File: src/rtl/envelope_vca_if.sv
// Bus between a voice source / mixer and the envelope VCA.
interface envelope_vca_if #(
    parameter int unsigned BD = 12
);
    logic [7:0]           volume;
    logic signed [BD-1:0] sample_in;
    logic                 sample_in_valid;
    logic signed [BD-1:0] sample_out;
    logic                 sample_out_valid;
    logic                 busy;
    logic                 overrun;

    // Producer side: supplies volume and samples, observes results.
    modport master (
        output volume,
        output sample_in,
        output sample_in_valid,
        input  sample_out,
        input  sample_out_valid,
        input  busy,
        input  overrun
    );

    // VCA side.
    modport slave (
        input  volume,
        input  sample_in,
        input  sample_in_valid,
        output sample_out,
        output sample_out_valid,
        output busy,
        output overrun
    );
endinterface

File: src/rtl/envelope_vca.sv
// Envelope VCA: scales signed samples by an 8-bit volume using a serial
// shift-add multiplier. Volume changes are deferred to zero crossings of the
// sample stream (or a timeout) to avoid zipper noise.
module envelope_vca #(
    parameter int unsigned BD         = 12,
    parameter int unsigned ZC_TIMEOUT = 64
) (
    input  logic           clk,
    input  logic           rst,
    envelope_vca_if.slave  vca
);

    localparam int unsigned PW = BD + 9;
    localparam int unsigned CW = 8;
    localparam logic [CW-1:0] TO_LAST = CW'(ZC_TIMEOUT - 1);

    typedef enum logic [1:0] {
        S_IDLE = 2'd0,
        S_MUL  = 2'd1,
        S_OUT  = 2'd2
    } state_t;

    state_t               state_q, state_d;
    logic [7:0]           vol_q, vol_d;
    logic                 prev_sign_q, prev_sign_d;
    logic [CW-1:0]        tcnt_q, tcnt_d;
    logic [8:0]           scale_q, scale_d;
    logic [BD-1:0]        mag_q, mag_d;
    logic                 neg_q, neg_d;
    logic [PW-1:0]        prod_q, prod_d;
    logic [3:0]           bit_q, bit_d;
    logic signed [BD-1:0] out_q, out_d;
    logic                 out_valid_q, out_valid_d;
    logic                 busy_q, busy_d;
    logic                 overrun_q, overrun_d;

    // Combinational helpers for the accept decision and the final result.
    logic          sign_in;
    logic          upd;
    logic [7:0]    vol_new;
    logic [BD-1:0] s_u;
    logic [BD-1:0] res_w;

    // State and datapath registers; reset discards any in-flight sample.
    always_ff @(posedge clk or posedge rst) begin
        if (rst) begin
            state_q     <= S_IDLE;
            vol_q       <= '0;
            prev_sign_q <= 1'b0;
            tcnt_q      <= '0;
            scale_q     <= '0;
            mag_q       <= '0;
            neg_q       <= 1'b0;
            prod_q      <= '0;
            bit_q       <= '0;
            out_q       <= '0;
            out_valid_q <= 1'b0;
            busy_q      <= 1'b0;
            overrun_q   <= 1'b0;
        end else begin
            state_q     <= state_d;
            vol_q       <= vol_d;
            prev_sign_q <= prev_sign_d;
            tcnt_q      <= tcnt_d;
            scale_q     <= scale_d;
            mag_q       <= mag_d;
            neg_q       <= neg_d;
            prod_q      <= prod_d;
            bit_q       <= bit_d;
            out_q       <= out_d;
            out_valid_q <= out_valid_d;
            busy_q      <= busy_d;
            overrun_q   <= overrun_d;
        end
    end

    // Next-state: accept/volume-update logic, shift-add iterations, output.
    always_comb begin
        state_d     = state_q;
        vol_d       = vol_q;
        prev_sign_d = prev_sign_q;
        tcnt_d      = tcnt_q;
        scale_d     = scale_q;
        mag_d       = mag_q;
        neg_d       = neg_q;
        prod_d      = prod_q;
        bit_d       = bit_q;
        out_d       = out_q;
        out_valid_d = 1'b0;
        overrun_d   = overrun_q;

        s_u     = vca.sample_in;
        sign_in = s_u[BD-1];
        upd     = (s_u == '0) || (sign_in != prev_sign_q) || (tcnt_q == TO_LAST);
        vol_new = upd ? vca.volume : vol_q;
        res_w   = prod_q[BD+7:8];

        unique case (state_q)
            S_IDLE: begin
                if (vca.sample_in_valid) begin
                    vol_d       = vol_new;
                    prev_sign_d = sign_in;
                    tcnt_d      = upd ? '0 : ((tcnt_q == TO_LAST) ? tcnt_q : tcnt_q + CW'(1));
                    scale_d     = (vol_new == 8'hFF) ? 9'd256 : {1'b0, vol_new};
                    // Two's-complement magnitude; the most negative value maps to 2^(BD-1).
                    mag_d       = sign_in ? (~s_u + BD'(1)) : s_u;
                    neg_d       = sign_in;
                    prod_d      = '0;
                    bit_d       = '0;
                    state_d     = S_MUL;
                end
            end
            S_MUL: begin
                if (scale_q[bit_q]) begin
                    prod_d = prod_q + (PW'(mag_q) << bit_q);
                end
                if (bit_q == 4'd8) begin
                    state_d = S_OUT;
                end else begin
                    bit_d = bit_q + 4'd1;
                end
            end
            S_OUT: begin
                // Truncate the magnitude before re-applying the sign: rounds toward zero.
                out_d       = neg_q ? (~res_w + BD'(1)) : res_w;
                out_valid_d = 1'b1;
                state_d     = S_IDLE;
            end
            default: begin
                state_d = S_IDLE;
            end
        endcase

        if (vca.sample_in_valid && (state_q != S_IDLE)) begin
            overrun_d = 1'b1;
        end

        busy_d = (state_d != S_IDLE);
    end

    assign vca.sample_out       = out_q;
    assign vca.sample_out_valid = out_valid_q;
    assign vca.busy             = busy_q;
    assign vca.overrun          = overrun_q;

endmodule

File: src/flat_wrapper.sv
// flat-port wrapper written by rule: the top's interface ports become plain ports
module envelope_vca_flat 
#(
    parameter int unsigned BD         = 12,
    parameter int unsigned ZC_TIMEOUT = 64
)
  (clk, rst, vca_volume, vca_sample_in, vca_sample_in_valid, vca_sample_out, vca_sample_out_valid, vca_busy, vca_overrun);
  envelope_vca_if #(.BD(BD)) vca_i ();
  input  logic clk;
  input  logic rst;
  input wire logic [$bits(vca_i.volume)-1:0] vca_volume;
  input wire logic [$bits(vca_i.sample_in)-1:0] vca_sample_in;
  input wire logic [$bits(vca_i.sample_in_valid)-1:0] vca_sample_in_valid;
  output wire logic [$bits(vca_i.sample_out)-1:0] vca_sample_out;
  output wire logic [$bits(vca_i.sample_out_valid)-1:0] vca_sample_out_valid;
  output wire logic [$bits(vca_i.busy)-1:0] vca_busy;
  output wire logic [$bits(vca_i.overrun)-1:0] vca_overrun;
  assign vca_i.volume = vca_volume;
  assign vca_i.sample_in = vca_sample_in;
  assign vca_i.sample_in_valid = vca_sample_in_valid;
  assign vca_sample_out = vca_i.sample_out;
  assign vca_sample_out_valid = vca_i.sample_out_valid;
  assign vca_busy = vca_i.busy;
  assign vca_overrun = vca_i.overrun;
  envelope_vca #(.BD(BD), .ZC_TIMEOUT(ZC_TIMEOUT)) u_core (.clk(clk), .rst(rst), .vca(vca_i));
endmodule
File: config.mk
export PLATFORM = sky130hd
export DESIGN_NAME = envelope_vca_flat
export DESIGN_NICKNAME = d
export VERILOG_FILES = /design/src/rtl/envelope_vca_if.sv /design/src/rtl/envelope_vca.sv /design/src/flat_wrapper.sv
export SDC_FILE = /design/constraint.sdc
export NUM_CORES = 1
export LEC_CHECK = 0
export ABC_AREA = 1
export CAP_MARGIN = 40
export CORE_ASPECT_RATIO = 1.2
export CORE_MARGIN = 10
export CORE_UTILIZATION = 50
export CTS_CLUSTER_SIZE = 16
export DETAILED_ROUTE_END_ITERATION = 10
export PLACE_DENSITY = 0.73
export SETUP_SLACK_MARGIN = 0.2
export SLEW_MARGIN = 20
export SYNTH_ARGS = -nofsm -noshare
export SYNTH_HDL_FRONTEND = slang
export SYNTH_SLANG_ARGS = --single-unit
File: constraint.sdc
create_clock -name clk -period 3.5 [get_ports clk]
set_clock_uncertainty 0.15 [all_clocks]
set_input_delay 0.875 -clock clk [delete_from_list [all_inputs] [get_ports clk]]
set_output_delay 0.875 -clock clk [all_outputs]
set_load 0.03 [all_outputs]
==> flow_summary.toml, run 1 <==
[min_path]
hold_class = "flop to flop"
min_path_cells = 2

[worst_setup_path]
r2r_cells = 15
worstSetupEndpointType = "flop"
cp-start-kind = "flop"
worstPathArrival_ps = 3170
worstSetupPathType = "flop to flop"
critPathMaxFanout = 21
required_ps = 3570

[clocking]
clockBufferDepth = 2
cts_tree = "built"
clkTransAtPathRegs_ps = 60
root_buffer = "clkbuf_16"
cts-htree-levels = 3
clock_latency_ps = 340
cts_made_buffers = 9
cts_sinks = 79

[drt]
vias_per_cell = 5.40
drt_iter0_markers = 289
num_vias = 5211
dr.pass1.iters = 5
wl_per_cell_um = 14.9
detail-route-antenna-nets = 0
wl_um = 14400
drc = 0

[yosys]
syn-num-nets = 838
yosysSeqAreaShare_pct = 36.1
synth.avg_cell_area_um2 = 6.93
synth_compound_area_share_pct = 12.0
synth.ff_latch_count = 79
yosys_warnings = 0
synth_ff_type = "dfrtp_1"
yosys-top-cells-area = "dfrtp_1, nand2_1, o21ai_0, ha_1, inv_1"
synth_top_area_cell = "dfrtp_1"
synth_edf_count = 0
synth_top_family_by_area = "simple AND/OR/NAND/NOR gates"
syn_inst = 790
muxShareOfSynthArea_pct = 0.183
synthAdderAreaFrac_pct = 5.85
yosys.area_share.simple_pct = 33.5
yosys.area_share.xor_xnor_pct = 4.99
synth-async-reset-ratio_pct = 100
synthDominantCellAreaShare_pct = 36.1
ys_types = 41
netlist_area_um2 = 5470

[power]
p_per_area_nw_per_um2 = 1080
peakVddDrop_uv = 399
p_leak_uw = 0.00326

[job]
maxCapViolCount = 0

[die]
die_width_um = 115
ios = 38
core_um2 = 10600
num_rows = 41
die-area_um2 = 15500
start_util_pct = 51.5
die-height_um = 135

[sta]
fin_crit_sh_pct = 88.7
tightest_slew_ps = 679
finalWorstPathRequiredPeriod_ps = 3110
setup_tns_ps = 0
rsz0062_at_grt = "false"
slew_violations = 0
setup_viol = 0
finalHoldViolCount = 0
fmax_ghz = 0.322
hold_ws_ps = 327
fin_ws_ps = 395
slew-limit-headroom_pct = 54.7

[cells_and_area]
final_cell_mix = "nand2_1, dfrtp_1, inv_1, nor2_1, o21ai_0"
layout_commonest_cell = "nand2_1"
layout-drive-gt1-share_pct = 6.46
utilization_pct = 59.6
nets = 879
stdcell_area_um2 = 6330
syn_to_final_growth_pct = 15.6
diodes = 0

[grt]
track_usage_pct = 19.2
grt_max_degree = 34
antenna_found_initial = 0
grt_pass1_wl_um = 24400
grt-ovfl-total = 0
grt_pass1_vias = 5215

[placement]
gp_congestion = 0.966
place_hpwl_um = 11400
place_ws_ps = 153
place_area_um2 = 6000
portBuffers = 37

[run_status]
status = "completed"
-- report_power, final --
group	switching, µW	total, µW	internal, µW
sequential	322	1610	1290
combinational	2780	4270	1490
clock	391	948	557
-- cell usage after synthesis, types with 2 or more instances --
library cell    n
nand4_1        18
or2_2           2
nand3_1        51
inv_1          77
nand2_1       266
ha_1           24
dfrtp_1        79
nand2_2         2
a21oi_1        23
o211ai_1        2
inv_2           3
o21ai_1         4
o22ai_1         2
nor2_1         71
buf_2           7
o21bai_1        5
nor3_1          9
xor2_1         22
clkbuf_1       12
o221ai_1        2
nor2_2          5
nand3_4         2
a21boi_0        2
a31oi_1         5
xnor2_1         6
o21ai_0        74
-- kinds of logic after synthesis --
logic type | after synthesis
XOR/XNOR | 29
flip-flops | 79
AND/OR/NAND/NOR | 433
multiplexers | 1
adder cells (fa/ha/maj) | 25
AO/OA/AOI/OAI | 122
buffers and inverters | 101
-- metal layers --
layer	routed length [µm]	global-route usage, %	part of all wire [%]	up-vias
met3	535	3.28	3.7	27
met4	369	7.69	2.6	0
met2	7370	34.2	51	119
met5	0	0	0	-
li1	-	-	-	2650
met1	6120	22.2	43	2415
-- state kept, by name, indices dropped and copies added, names as in the netlist --
name and count:
u_core.vca.overrun 1, u_core.vol_q 8, u_core.mag_q 12, u_core.state_q 2, u_core.vca.busy 1, u_core.bit_q 4
u_core.scale_q 9, u_core.tcnt_q 8, u_core.prev_sign_q 1, u_core.vca.sample_out_valid 1, u_core.vca.sample_out 12, u_core.prod_q 20
-- worst paths after layout --
| path | slack, ps | to | start |
|---|---|---|---|
| worst min-delay path | 330 | u_core.scale_q[4] | u_core.scale_q[4] |
| worst min register to register | 330 | u_core.scale_q[4] | u_core.scale_q[4] |
| max in group asynchronous | 1770 | u_core.prod_q[2] | rst |
| min in group asynchronous | 730 | u_core.vol_q[1] | rst |
| worst max-delay path | 390 | u_core.prod_q[18] | u_core.bit_q[0] |
| worst max register to register | 390 | u_core.prod_q[18] | u_core.bit_q[0] |
-- worst max-delay path: stages (launching register included) --
cell and delay (ps):
dfrtp_1 380, buf_4 210, nand2_1 70, o21ai_1 80, o21ai_2 230, nor2_1 60, a31oi_1 260, o21ai_1 150
ha_2 400, nand4_1 140, nor2_1 230, nand4_1 240, nand3_1 160, nand2_1 60, nand3_1 70, o21ai_0 80
-- cell type report --
cell class | instances | area, µm²
clock buffer | 10 | 229
clock inverter | 6 | 68.8
fill | 1012 | 4290
inverter | 81 | 312
multi-input combinational | 610 | 3110
sequential | 79 | 1980
tap | 129 | 161
timing repair buffer | 50 | 468
-- through the flow --
stage	total power, µW	cells
floorplan	4640	790
global placement	5700	948
detailed placement	5770	948
CTS	6750	964
global route	7500	965
finish	6830	965
-- what timing repair did --
item / CTS / global route
buffers inserted: 0 / 1
gates resized for setup: 1 / 11
hold buffers: 0 / 0
setup endpoints to repair: 1 / 10
pin swaps: 0 / 1
No activity file was read; power rests on OpenSTA's default activity.
==> run 2: changes to the inputs <==
--- a/config.mk
+++ b/config.mk
@@ -6,7 +6,7 @@
 export NUM_CORES = 1
 export LEC_CHECK = 0
 export ABC_AREA = 1
-export CAP_MARGIN = 40
+export CAP_MARGIN = 20
 export CORE_ASPECT_RATIO = 1.2
 export CORE_MARGIN = 10
 export CORE_UTILIZATION = 50
==> results of run 2 <==
The final DEF is identical to that of run 1; final timing and power are the same.
==> run 3: changes to the inputs <==
--- a/config.mk
+++ b/config.mk
@@ -12,6 +12,7 @@
 export CORE_UTILIZATION = 50
 export CTS_CLUSTER_SIZE = 16
 export DETAILED_ROUTE_END_ITERATION = 10
+export MAX_ROUTING_LAYER = met4
 export PLACE_DENSITY = 0.73
 export SETUP_SLACK_MARGIN = 0.2
 export SLEW_MARGIN = 20
==> flow_summary.toml, run 3 (synthesis results as in run 1) <==
[sta]
tightest_slew_ps = 730
finalHoldViolCount = 0
slew_violations = 0
hold_ws_ps = 327
rsz0062_at_grt = "true"
slew-limit-headroom_pct = 51.3
fin_crit_sh_pct = 89.1
finalWorstPathRequiredPeriod_ps = 3120
fmax_ghz = 0.321
setup_tns_ps = 0
setup_viol = 0

[drt]
drt_iter0_markers = 256
num_vias = 5272
wl_per_cell_um = 15.0
wl_um = 14500
drc = 0
detail-route-antenna-nets = 0
dr.pass1.iters = 5
vias_per_cell = 5.46

[clocking]
root_buffer = "clkbuf_16"
cts-htree-levels = 3
clockBufferDepth = 2
clkTransAtPathRegs_ps = 70
cts_made_buffers = 9
cts_tree = "built"
hold_buffers = 0
cts_sinks = 79
clock_latency_ps = 340

[power]
peakVddDrop_uv = 397
p_per_area_nw_per_um2 = 1080
p_leak_uw = 0.00328

[grt]
track_usage_pct = 19.7
grt_max_degree = 42
antenna_found_initial = 0
grt-ovfl-total = 0
grt_use_met3_pct = 3.63
grt_pass1_wl_um = 24300
grtUsageMet2_pct = 34.7
grt_pass1_vias = 5285
use_met1_pct = 21.3
busiest_layer = "met2"

[die]
die_width_um = 115
ios = 38
start_util_pct = 51.5
die-area_um2 = 15500
num_rows = 41
die-height_um = 135
core_um2 = 10600

[worst_setup_path]
cp_common_cell = "o21ai_0"
r2r-start = "u_core.bit_q[0]"
critPathCapture = "u_core.prod_q[18]"
worstSetupPathType = "flop to flop"
r2r-end = "u_core.prod_q[18]"
critPathMaxFanout = 21
worstPathArrival_ps = 3190
worstSetupEndpointType = "flop"
crit_chain = "buf_4 -> nand2_1 -> o21ai_0 -> o21ai_2 -> nor2_1 -> a31oi_1 -> o21ai_0 -> ha_1 -> nand4_1 -> nor2_1 -> nand4_1 -> nand3_1 -> nand2_1 -> nand3_1 -> o21ai_0"
r2r_cells = 15
startpoint = "u_core.bit_q[0]"
reg2reg_slack_ps = 380
cpPeakStageDelay_ps = 400
critPathSlowestCell = "ha_1"
required_ps = 3570
cp-start-kind = "flop"

[cells_and_area]
layout-drive-gt1-share_pct = 6.45
num-fill-cells = 998
final_cell_mix = "nand2_1, dfrtp_1, inv_1, nor2_1, o21ai_0"
nets = 880
largest_register = "u_core.prod_q"
syn_to_final_growth_pct = 16.2
diodes = 0
layout_commonest_cell = "nand2_1"
largest_reg_flops = 20

[run_status]
status = "completed"

[min_path]
hold_class = "flop to flop"

[placement]
portBuffers = 37
gp_congestion = 1.02
place_hpwl_um = 11400

[job]
maxCapViolCount = 0
==> run 3: what timing repair did <==
item | in CTS | in global routing
endpoints found under the hold margin | 0 | 0
gates resized for setup | 0 | 10
buffers inserted | 0 | 2
endpoints found under the setup margin | 0 | 10
==> run 3: report_power, final <==
group / switching (µW) / internal [µW] / leakage [µW] / total, µW
registers: 311 / 1290 / 0.00101 / 1600
clock network: 411 / 584 / 0.000152 / 995
logic: 2780 / 1510 / 0.00212 / 4290
total: 3500 / 3380 / 0.00328 / 6890
==> run 3: final cells by class <==
cell class                      instances  area (µm²)  share of cell area [%]
Inverter                               81         309                    4.86
Multi-Input combinational cell        610        3110                    48.9
Clock buffer                           10         239                    3.76
Sequential cell                        79        1980                    31.1
Tap cell                              129         161                    2.54
Timing Repair Buffer                   51         488                    7.68
Clock inverter                          6        75.1                    1.18
==> run 3: through the flow <==
| step | power (µW) | instance area [µm²] | setup slack [ps] | util [%] | std cells |
|---|---|---|---|---|---|
| 2_1_floorplan | 4640 | 5470 | 452 | - | 790 |
| 3_3_place_gp | 5730 | 6010 | 206 | 56.6 | 948 |
| 3_5_place_dp | 5790 | 6010 | 225 | 56.6 | 948 |
| 4_1_cts | 6820 | 6330 | 224 | 59.6 | 964 |
| 5_1_grt | 7580 | 6360 | 200 | 59.9 | 966 |
| 6_report | 6890 | 6360 | 381 | 59.9 | 966 |
==> run 3: metal layers <==
metal | share of wire [%] | wire length (µm) | vias up
met5 | 0 | 0 | -
met4 | 2.8 | 412 | 0
met3 | 3.2 | 462 | 28
met2 | 52 | 7510 | 105
met1 | 42 | 6100 | 2491
li1 | - | - | 2648
==> run 3: worst max-delay path: cells and delay by family, from the launching register on <==
kind,cells,cell delay [ps]
AO/OA/AOI/OAI,5,880
adder cells (fa/ha/maj),1,400
buffers and inverters,1,200
flip-flops,1,380
AND/OR/NAND/NOR,8,1000
==> run 3: how the worst min path moves through the flow <==
stage	cells after the start	start	slack, ps	endpoint
4_1_cts	2	u_core.scale_q[7]	330	u_core.scale_q[7]
3_3_place_gp	1	u_core.vca.overrun	310	u_core.vca.overrun
3_5_place_dp	2	u_core.scale_q[7]	310	u_core.scale_q[7]
6_report	2	u_core.scale_q[7]	330	u_core.scale_q[7]
2_1_floorplan	2	u_core.scale_q[2]	290	u_core.scale_q[2]
5_1_grt	1	u_core.vca.overrun	350	u_core.vca.overrun
